## src/rtl/reg_write_bank_if.sv

```systemverilog
// Write-port bundle for reg_write_bank.
//   master : requester side, drives write/clear requests, observes busy/wr_ack
//   slave  : register bank side
//   wr_en/wr_addr/wr_data/wr_mode : one write request per cycle
//   clr_start                     : request a 16-cycle bulk clear
//   busy                          : clear sequence in progress
//   wr_ack                        : one-cycle pulse after a committed write
interface reg_write_bank_if #(
  parameter int WIDTH = 16
);
  logic             wr_en;
  logic [3:0]       wr_addr;
  logic [WIDTH-1:0] wr_data;
  logic [1:0]       wr_mode;
  logic             clr_start;
  logic             busy;
  logic             wr_ack;

  modport master (
    output wr_en, wr_addr, wr_data, wr_mode, clr_start,
    input  busy, wr_ack
  );

  modport slave (
    input  wr_en, wr_addr, wr_data, wr_mode, clr_start,
    output busy, wr_ack
  );
endinterface

```

## src/rtl/reg_write_bank.sv

```systemverilog
// Write side of the 16x16 register file.
//   clk, reset : clock, synchronous active-high reset
//   bus        : write/clear request bundle (slave side)
//   r0..r15    : register contents, wired straight to the read mux
// Writes: wr_mode 00 full word, 01 low byte, 10 load-upper
// ({wr_data[low], zeros}), 11 no-op. A clear walks r0..r15 one per cycle
// with busy high; writes arriving while busy are dropped without ack.
module reg_write_bank #(
  parameter int               WIDTH   = 16,
  parameter int               NREGS   = 16,
  parameter logic [WIDTH-1:0] CLR_VAL = '0
) (
  input  logic             clk,
  input  logic             reset,
  reg_write_bank_if.slave  bus,
  output logic [WIDTH-1:0] r0,
  output logic [WIDTH-1:0] r1,
  output logic [WIDTH-1:0] r2,
  output logic [WIDTH-1:0] r3,
  output logic [WIDTH-1:0] r4,
  output logic [WIDTH-1:0] r5,
  output logic [WIDTH-1:0] r6,
  output logic [WIDTH-1:0] r7,
  output logic [WIDTH-1:0] r8,
  output logic [WIDTH-1:0] r9,
  output logic [WIDTH-1:0] r10,
  output logic [WIDTH-1:0] r11,
  output logic [WIDTH-1:0] r12,
  output logic [WIDTH-1:0] r13,
  output logic [WIDTH-1:0] r14,
  output logic [WIDTH-1:0] r15
);
  localparam int HALF = WIDTH / 2;

  localparam logic [0:0] IDLE  = 1'b0;
  localparam logic [0:0] CLEAR = 1'b1;

  logic [NREGS-1:0][WIDTH-1:0] regs;
  logic [0:0]                  state;
  logic [3:0]                  cnt;
  logic                        ack_q;
  logic                        wr_commit;
  logic [WIDTH-1:0]            wr_val;

  // Writes only land in IDLE; the reserved mode is a silent no-op.
  assign wr_commit = bus.wr_en && (state == IDLE) && (bus.wr_mode != 2'b11);

  always_comb begin
    wr_val = bus.wr_data;
    case (bus.wr_mode)
      2'b01:   wr_val = {regs[bus.wr_addr][WIDTH-1:HALF], bus.wr_data[HALF-1:0]};
      2'b10:   wr_val = {bus.wr_data[HALF-1:0], {HALF{1'b0}}};
      default: wr_val = bus.wr_data;
    endcase
  end

  always_ff @(posedge clk) begin
    if (reset) begin
      regs  <= {NREGS{CLR_VAL}};
      state <= IDLE;
      cnt   <= '0;
      ack_q <= 1'b0;
    end else begin
      ack_q <= wr_commit;
      case (state)
        IDLE: begin
          if (bus.clr_start) begin
            state <= CLEAR;
            cnt   <= '0;
          end
        end
        default: begin
          // clr_start is ignored here; counter wraps 15->0 on exit.
          cnt <= cnt + 4'd1;
          if (cnt == 4'd15) state <= IDLE;
        end
      endcase
      // Write and clear never overlap: commits only happen in IDLE. A write
      // accepted on the clear-start edge is simply overwritten later.
      if (wr_commit)        regs[bus.wr_addr] <= wr_val;
      if (state == CLEAR)   regs[cnt]         <= CLR_VAL;
    end
  end

  assign bus.busy   = (state == CLEAR);
  assign bus.wr_ack = ack_q;

  assign r0  = regs[0];
  assign r1  = regs[1];
  assign r2  = regs[2];
  assign r3  = regs[3];
  assign r4  = regs[4];
  assign r5  = regs[5];
  assign r6  = regs[6];
  assign r7  = regs[7];
  assign r8  = regs[8];
  assign r9  = regs[9];
  assign r10 = regs[10];
  assign r11 = regs[11];
  assign r12 = regs[12];
  assign r13 = regs[13];
  assign r14 = regs[14];
  assign r15 = regs[15];
endmodule

```

## src/flat_wrapper.sv

```systemverilog
// flat-port wrapper written by rule: the top's interface ports become plain ports
module reg_write_bank_flat 
#(
  parameter int               WIDTH   = 16,
  parameter int               NREGS   = 16,
  parameter logic [WIDTH-1:0] CLR_VAL = '0
)
  (clk, reset, r0, r1, r2, r3, r4, r5, r6, r7, r8, r9, r10, r11, r12, r13, r14, r15, bus_wr_en, bus_wr_addr, bus_wr_data, bus_wr_mode, bus_clr_start, bus_busy, bus_wr_ack);
  reg_write_bank_if #(.WIDTH(WIDTH)) bus_i ();
  input  logic clk;
  input  logic reset;
  output logic [WIDTH-1:0] r0;
  output logic [WIDTH-1:0] r1;
  output logic [WIDTH-1:0] r2;
  output logic [WIDTH-1:0] r3;
  output logic [WIDTH-1:0] r4;
  output logic [WIDTH-1:0] r5;
  output logic [WIDTH-1:0] r6;
  output logic [WIDTH-1:0] r7;
  output logic [WIDTH-1:0] r8;
  output logic [WIDTH-1:0] r9;
  output logic [WIDTH-1:0] r10;
  output logic [WIDTH-1:0] r11;
  output logic [WIDTH-1:0] r12;
  output logic [WIDTH-1:0] r13;
  output logic [WIDTH-1:0] r14;
  output logic [WIDTH-1:0] r15;
  input wire logic [$bits(bus_i.wr_en)-1:0] bus_wr_en;
  input wire logic [$bits(bus_i.wr_addr)-1:0] bus_wr_addr;
  input wire logic [$bits(bus_i.wr_data)-1:0] bus_wr_data;
  input wire logic [$bits(bus_i.wr_mode)-1:0] bus_wr_mode;
  input wire logic [$bits(bus_i.clr_start)-1:0] bus_clr_start;
  output wire logic [$bits(bus_i.busy)-1:0] bus_busy;
  output wire logic [$bits(bus_i.wr_ack)-1:0] bus_wr_ack;
  assign bus_i.wr_en = bus_wr_en;
  assign bus_i.wr_addr = bus_wr_addr;
  assign bus_i.wr_data = bus_wr_data;
  assign bus_i.wr_mode = bus_wr_mode;
  assign bus_i.clr_start = bus_clr_start;
  assign bus_busy = bus_i.busy;
  assign bus_wr_ack = bus_i.wr_ack;
  reg_write_bank #(.WIDTH(WIDTH), .NREGS(NREGS), .CLR_VAL(CLR_VAL)) u_core (.clk(clk), .reset(reset), .bus(bus_i), .r0(r0), .r1(r1), .r2(r2), .r3(r3), .r4(r4), .r5(r5), .r6(r6), .r7(r7), .r8(r8), .r9(r9), .r10(r10), .r11(r11), .r12(r12), .r13(r13), .r14(r14), .r15(r15));
endmodule
```

## config.mk

```make
export PLATFORM = sky130hd
export DESIGN_NAME = reg_write_bank_flat
export DESIGN_NICKNAME = d
export VERILOG_FILES = /design/src/rtl/reg_write_bank_if.sv /design/src/rtl/reg_write_bank.sv /design/src/flat_wrapper.sv
export SDC_FILE = /design/constraint.sdc
export NUM_CORES = 1
export LEC_CHECK = 0
export BUFFER_PORTS_ARGS = -buffer_cell sky130_fd_sc_hd__buf_2
export CAP_MARGIN = 30
export CELL_PAD_IN_SITES_DETAIL_PLACEMENT = 0
export CELL_PAD_IN_SITES_GLOBAL_PLACEMENT = 1
export CORE_MARGIN = 4
export CORE_UTILIZATION = 40
export CTS_CLUSTER_SIZE = 12
export DETAILED_ROUTE_END_ITERATION = 8
export PLACE_DENSITY = 0.8
export SYNTH_ARGS = -nofsm -noshare
export SYNTH_HDL_FRONTEND = slang
export SYNTH_SLANG_ARGS = --single-unit
```

## constraint.sdc

```tcl
create_clock -name clk -period 4.1 [get_ports clk]
set_clock_uncertainty 0.15 [all_clocks]
set_input_delay 0 -clock clk [delete_from_list [all_inputs] [get_ports clk]]
set_output_delay 0 -clock clk [all_outputs]
set_load 0.02 [all_outputs]
```

# ---- Word-level counts from Yosys, hierarchy flattened
# Cells that the tools add are included.
dict set report totals {
  in_bits 26
  out_inout_bits 258
  regBits 262
  wordCells 52
}
dict set report op_classes {
  bitwise 3
  addsub 1
  reduce_logical 5
  eq_ne 4
  n_lt_le_gt_ge 4
  mux 16
}
# operator n
set op_table {}
lappend op_table {{$mux W256} 3}
lappend op_table {{$and A256 B256 Y256} 1}
lappend op_table {{$bwmux W256} 1}
lappend op_table {{$not A256 Y256} 1}
lappend op_table {{$demux W16 S4} 2}
lappend op_table {{$bmux W16 S4} 1}
lappend op_table {{$mux W16} 3}
lappend op_table {{$pmux W16 S2} 1}
lappend op_table {{$lt A4 B5 Y1 const B} 2}
lappend op_table {{$ge A4 B1 Y1 const B} 2}
lappend op_table {{$mux W4} 2}
lappend op_table {{$add A4 B1 Y4 const B} 1}
lappend op_table {{$eq A4 B4 Y1 const B} 1}
lappend op_table {{$logic_and A1 B1 Y1} 4}
lappend op_table {{$mux W1} 3}
lappend op_table {{$eq A2 B1 Y1 const B} 1}
lappend op_table {{$eq A2 B2 Y1 const B} 1}
lappend op_table {{$ne A2 B2 Y1 const B} 1}
lappend op_table {{$reduce_bool A2 Y1} 1}
lappend op_table {{$not A1 Y1} 1}

# ---- Logic depth before layout (Yosys ltp)
dict set report depth {
  depth_word 9
  ltp_mapped 9
}

# ---- Least setup slack after synthesis
# Ideal clock, no wire load.
dict set report synth_path {
  path_kind {reg-to-reg}
  startpoint {reg u_core.state, in the netlist u_core.bus.busy}
  endpoint {reg u_core.regs (netlist bit u_core.r8[4])}
  arrival_time_ns 1.849
  setup_time_ns 0.130
  period_less_slack_ns 2.129
  path_buffers 2
  stages_incl_launch_ff 7
  slack_ns 1.971
  path_cell_list {dfxtp_1 > or4b_1 > buf_6 > nor3_4 > buf_6 > mux2i_1 > nor2_1}
}
dict set report synth_via {
  elab_chain_cells 7
}
# element line_no
set synth_lines {}
lappend synth_lines {{start, declared} reg_write_bank.sv:39} ;# logic [0:0] state;
lappend synth_lines {{start signal, assigned} reg_write_bank.sv:60} ;# state <= IDLE;
lappend synth_lines {{start signal, assigned} reg_write_bank.sv:68} ;# state <= CLEAR;
lappend synth_lines {{start signal, assigned} reg_write_bank.sv:75} ;# if (cnt == 4'd15) state <= IDLE;
lappend synth_lines {{$not A1 Y1} --}
lappend synth_lines {{$logic_and A1 B1 Y1 (2 in a row)} reg_write_bank.sv:46} ;# assign wr_commit = bus.wr_en && (state == IDLE) && (bus.wr_mode != 2'b11);
lappend synth_lines {{$mux W256} reg_write_bank.sv:80} ;# if (wr_commit) regs[bus.wr_addr] <= wr_val;
lappend synth_lines {{$mux W256} reg_write_bank.sv:58} ;# if (reset) begin
lappend synth_lines {{$and A256 B256 Y256 (no source line)} --}
lappend synth_lines {{$mux W256 (*)} reg_write_bank.sv:81} ;# if (state == CLEAR) regs[cnt] <= CLR_VAL;
lappend synth_lines {{end signal, assigned} reg_write_bank.sv:59} ;# regs <= {NREGS{CLR_VAL}};
lappend synth_lines {{end signal, assigned by index} reg_write_bank.sv:80}
lappend synth_lines {{end, declared} reg_write_bank.sv:38} ;# logic [NREGS-1:0][WIDTH-1:0] regs;
# Mark *: on every way between the ends. The rest lies on a longest branch, timed or not. The select of a mux whose other input is x is not followed.
# A chain may end at the register's enable or synchronous reset.

# ---- Worst setup path in the final report
dict set report layout_path {
  startpoint {reg u_core.state, in the netlist u_core.bus.busy}
  endpoint {reg u_core.regs (netlist bit u_core.r8[15])}
}
# The elaborated chain is that of the path after synthesis.

==> impl_metrics.toml <==
[yosys]
synth_top_area_cell = "dfxtp_1"
synth-seq-cells = 262
synth_area_per_cell_um2 = 8.773
synth-async-reset-ratio_pct = 0
synth_area_um2 = 10870
synth.cells.most_frequent = "262 x dfxtp_1, 215 x nand2_1, 160 x nor2_1"
ys_seq_area_share_pct = 48.26
synthFlopType = "dfxtp_1"
syn-num-nets = 1272
synth.most_common_cell = "dfxtp_1"
synth_area_leaders = "dfxtp_1 48%, mux2i_1 8.9%, nand2_1 7.4%, nor2_1 5.5%, a211oi_1 5.0%"
synth-edff-count = 0
syn-instance-count = 1239
yosysTopAreaCellShare_pct = 48.26
yosys_warnings = 0
synth.distinct_cells = 37

[detailed_routing]
routed_wl_um = 38960
post_drt_wl_per_cell_um = 20.92
vias_per_cell = 5.459
drt_first_pass_iters = 7
antenna_left = 0
first_iter_violations = 762
drc = 0
dr_total_vias = 10160

[timing]
final-hold-violation-count = 0
fin_crit_sh_pct = 71.50
slew_viol_final = 0
finalSetupViolCount = 0
slew_headroom_pct = 33.76
tns_ns = 0
post-route-min-period_ns = 2.932
setup_slack_ns = 1.168
tightest_slew_ns = 0.9882
max_freq_mhz = 341.1
rsz0062_at_grt = "no"

[grt]
track_usage_pct = 24.98
grt_antenna_before_repair = 3
grt.overflow.total = 0
grt_max_degree = 51
grt_pass1_wl_um = 59930
first_global_vias = 9750

[cells_and_area]
nFillCells = 2607
drive_gt1_share_pct = 26.20
nets = 1538
area_growth_pct = 26.00
final_cells = 1862

[worst_setup_path]
rr_startpoint = "u_core.bus.busy"
worstSetupStartpointType = "flop"
r2r_slack_ns = 1.17
end_kind = "flop"
cp_max_fo = 20
cp-startpoint = "u_core.bus.busy"
required_ns = 4.40
worstSetupPathType = "reg -> reg"
crit_arrival_ns = 3.23

[floorplanning]
die_area_um2 = 29870
placeableCoreArea_um2 = 26880
io_pins = 284
start_util_pct = 40.44
fp-row-count = 60
fp.dieH_um = 172.8
die_w_um = 172.8

[place]
numPortBuffers = 283
gp_congestion = 0.8496
place_hpwl_um = 28320
dp_slack_ns = 1.198
dp_cells = 1797

[clock_network]
insertion_delay_ns = 0.54
post_cts_buffers = 0
path_clk_slew_ns = 0.06
numCtsBuffers = 29
cts_resized = 0
clockBufferDepth = 3
root_buffer = "clkbuf_16"
numClockSinks = 262
cts_max_level = 1
cts_tree = "built"

[worst_hold_path]
hold_class = "in -> reg"
hp-start = "bus_wr_data[13]"

[pwr]
ir_worst_vdd_uv = 281.9
p_total_mw = 5.605
pwr_density_cell_nw_per_um2 = 409.3
leakagePower_nw = 5.670

[run_status]
status = "finished clean"

[flow_run]
cap_viol_max_count = 0
-- metrics by stage --
step | area [um^2] | hold slack, ns | utilization (%)
floorplan | 10870 | 0.0006820 | -
global placement | 12520 | 0.1617 | 46.57
detailed placement | 12620 | 0.1680 | 46.96
CTS | 13690 | 0.02746 | 50.94
global route | 13700 | 0.07022 | 50.96
finish | 13700 | 0.05374 | 50.96
-- flip-flops by register name, summed over array words and instances, names as in the netlist --
signal	cells
u_core.r6	16
u_core.r8	16
u_core.r10	16
u_core.r5	16
u_core.bus.busy	1
u_core.r14	16
u_core.bus.wr_ack	1
u_core.r13	16
u_core.cnt	4
u_core.r0	16
u_core.r11	16
u_core.r15	16
u_core.r3	16
u_core.r4	16
u_core.r2	16
u_core.r12	16
u_core.r1	16
u_core.r9	16
u_core.r7	16
-- power by group --
| part | switching [mW] | internal, mW |
|---|---|---|
| registers | 0.0232 | 2.57 |
| logic | 0.384 | 0.163 |
| clock network | 0.998 | 1.46 |
| total | 1.41 | 4.20 |
-- worst max-delay path, cell delays in order, from the launching register on --
cell      delay (ns)
dfxtp_1         0.36
buf_4           0.22
or4b_1          0.83
nor3_4          0.69
buf_4           0.35
nor2_1          0.07
a211oi_2        0.18
-- cell type report --
type	instances	area, um^2	share of cell area (%)
diodes	2	5.005	0.03654
multi-input cells	863	5134	37.48
well taps	341	426.7	3.115
inverters	6	22.52	0.1644
flip-flops and latches	262	5245	38.30
repair buffers	343	1972	14.40
clock buffers	40	837.1	6.112
clock inverters	5	53.80	0.3928
-- what timing repair did --
| action | CTS | global route |
|---|---|---|
| setup endpoints to repair | 0 | 0 |
| hold endpoints to repair | 137 | 0 |
| hold buffers | 18 | 0 |
-- kinds of logic (layout without fill, tap and decap cells) --
family / after synthesis / count (layout) / share of synthesized area, %
compound gates: 313 / 313 / 19.53
other cells: 0 / 2 / 0
buf+inv: 114 / 394 / 4.892
fa+ha+maj: 7 / 7 / 0.8058
flops: 262 / 262 / 48.26
mux: 97 / 97 / 8.933
simple gates: 446 / 446 / 17.58
-- routing by layer --
| metal | vias up | GRT usage [%] | share of wire [%] |
|---|---|---|---|
| met3 | 62 | 7.280 | 8.9 |
| met2 | 392 | 38.52 | 44 |
| met5 | - | 0 | 0.018 |
| li1 | 4891 | - | - |
| met4 | 2 | 6.186 | 2.7 |
| met1 | 4817 | 34.67 | 45 |
-- placed cells by master, fill, tap and decap left out, types with 3 or more instances in the layout --
master / synthesis / final
a211oi_1: 73 / 73
a211oi_2: 8 / 8
a21oi_1: 108 / 108
a22oi_1: 16 / 16
a311oi_1: 48 / 48
a31o_2: 4 / 4
a31oi_1: 24 / 24
and3_1: 4 / 4
buf_2: 35 / 282
buf_4: 8 / 37
buf_8: 0 / 5
clkbuf_1: 49 / 4
clkbuf_16: 0 / 29
clkbuf_8: 0 / 7
clkinv_2: 0 / 3
dfxtp_1: 262 / 262
dlygate4sd3_1: 0 / 18
ha_1: 7 / 7
inv_1: 6 / 6
mux2i_1: 97 / 97
nand2_1: 215 / 215
nand2b_1: 5 / 5
nand3_1: 17 / 17
nor2_1: 160 / 160
nor2b_1: 21 / 18
nor2b_2: 0 / 3
nor3_2: 3 / 6
nor3_4: 5 / 6
o21ai_0: 13 / 13
o21ai_1: 4 / 4
o21bai_1: 12 / 10
or3_1: 4 / 4
-- worst paths after layout --
check / to / depth (start not counted)
setup / recovery: u_core.r8[15] / 6
hold / removal: u_core.r2[13] / 5
setup reg to reg: u_core.r8[15] / 6
hold reg to reg: u_core.r7[6] / 2
Power figures use the tool's default switching activity.
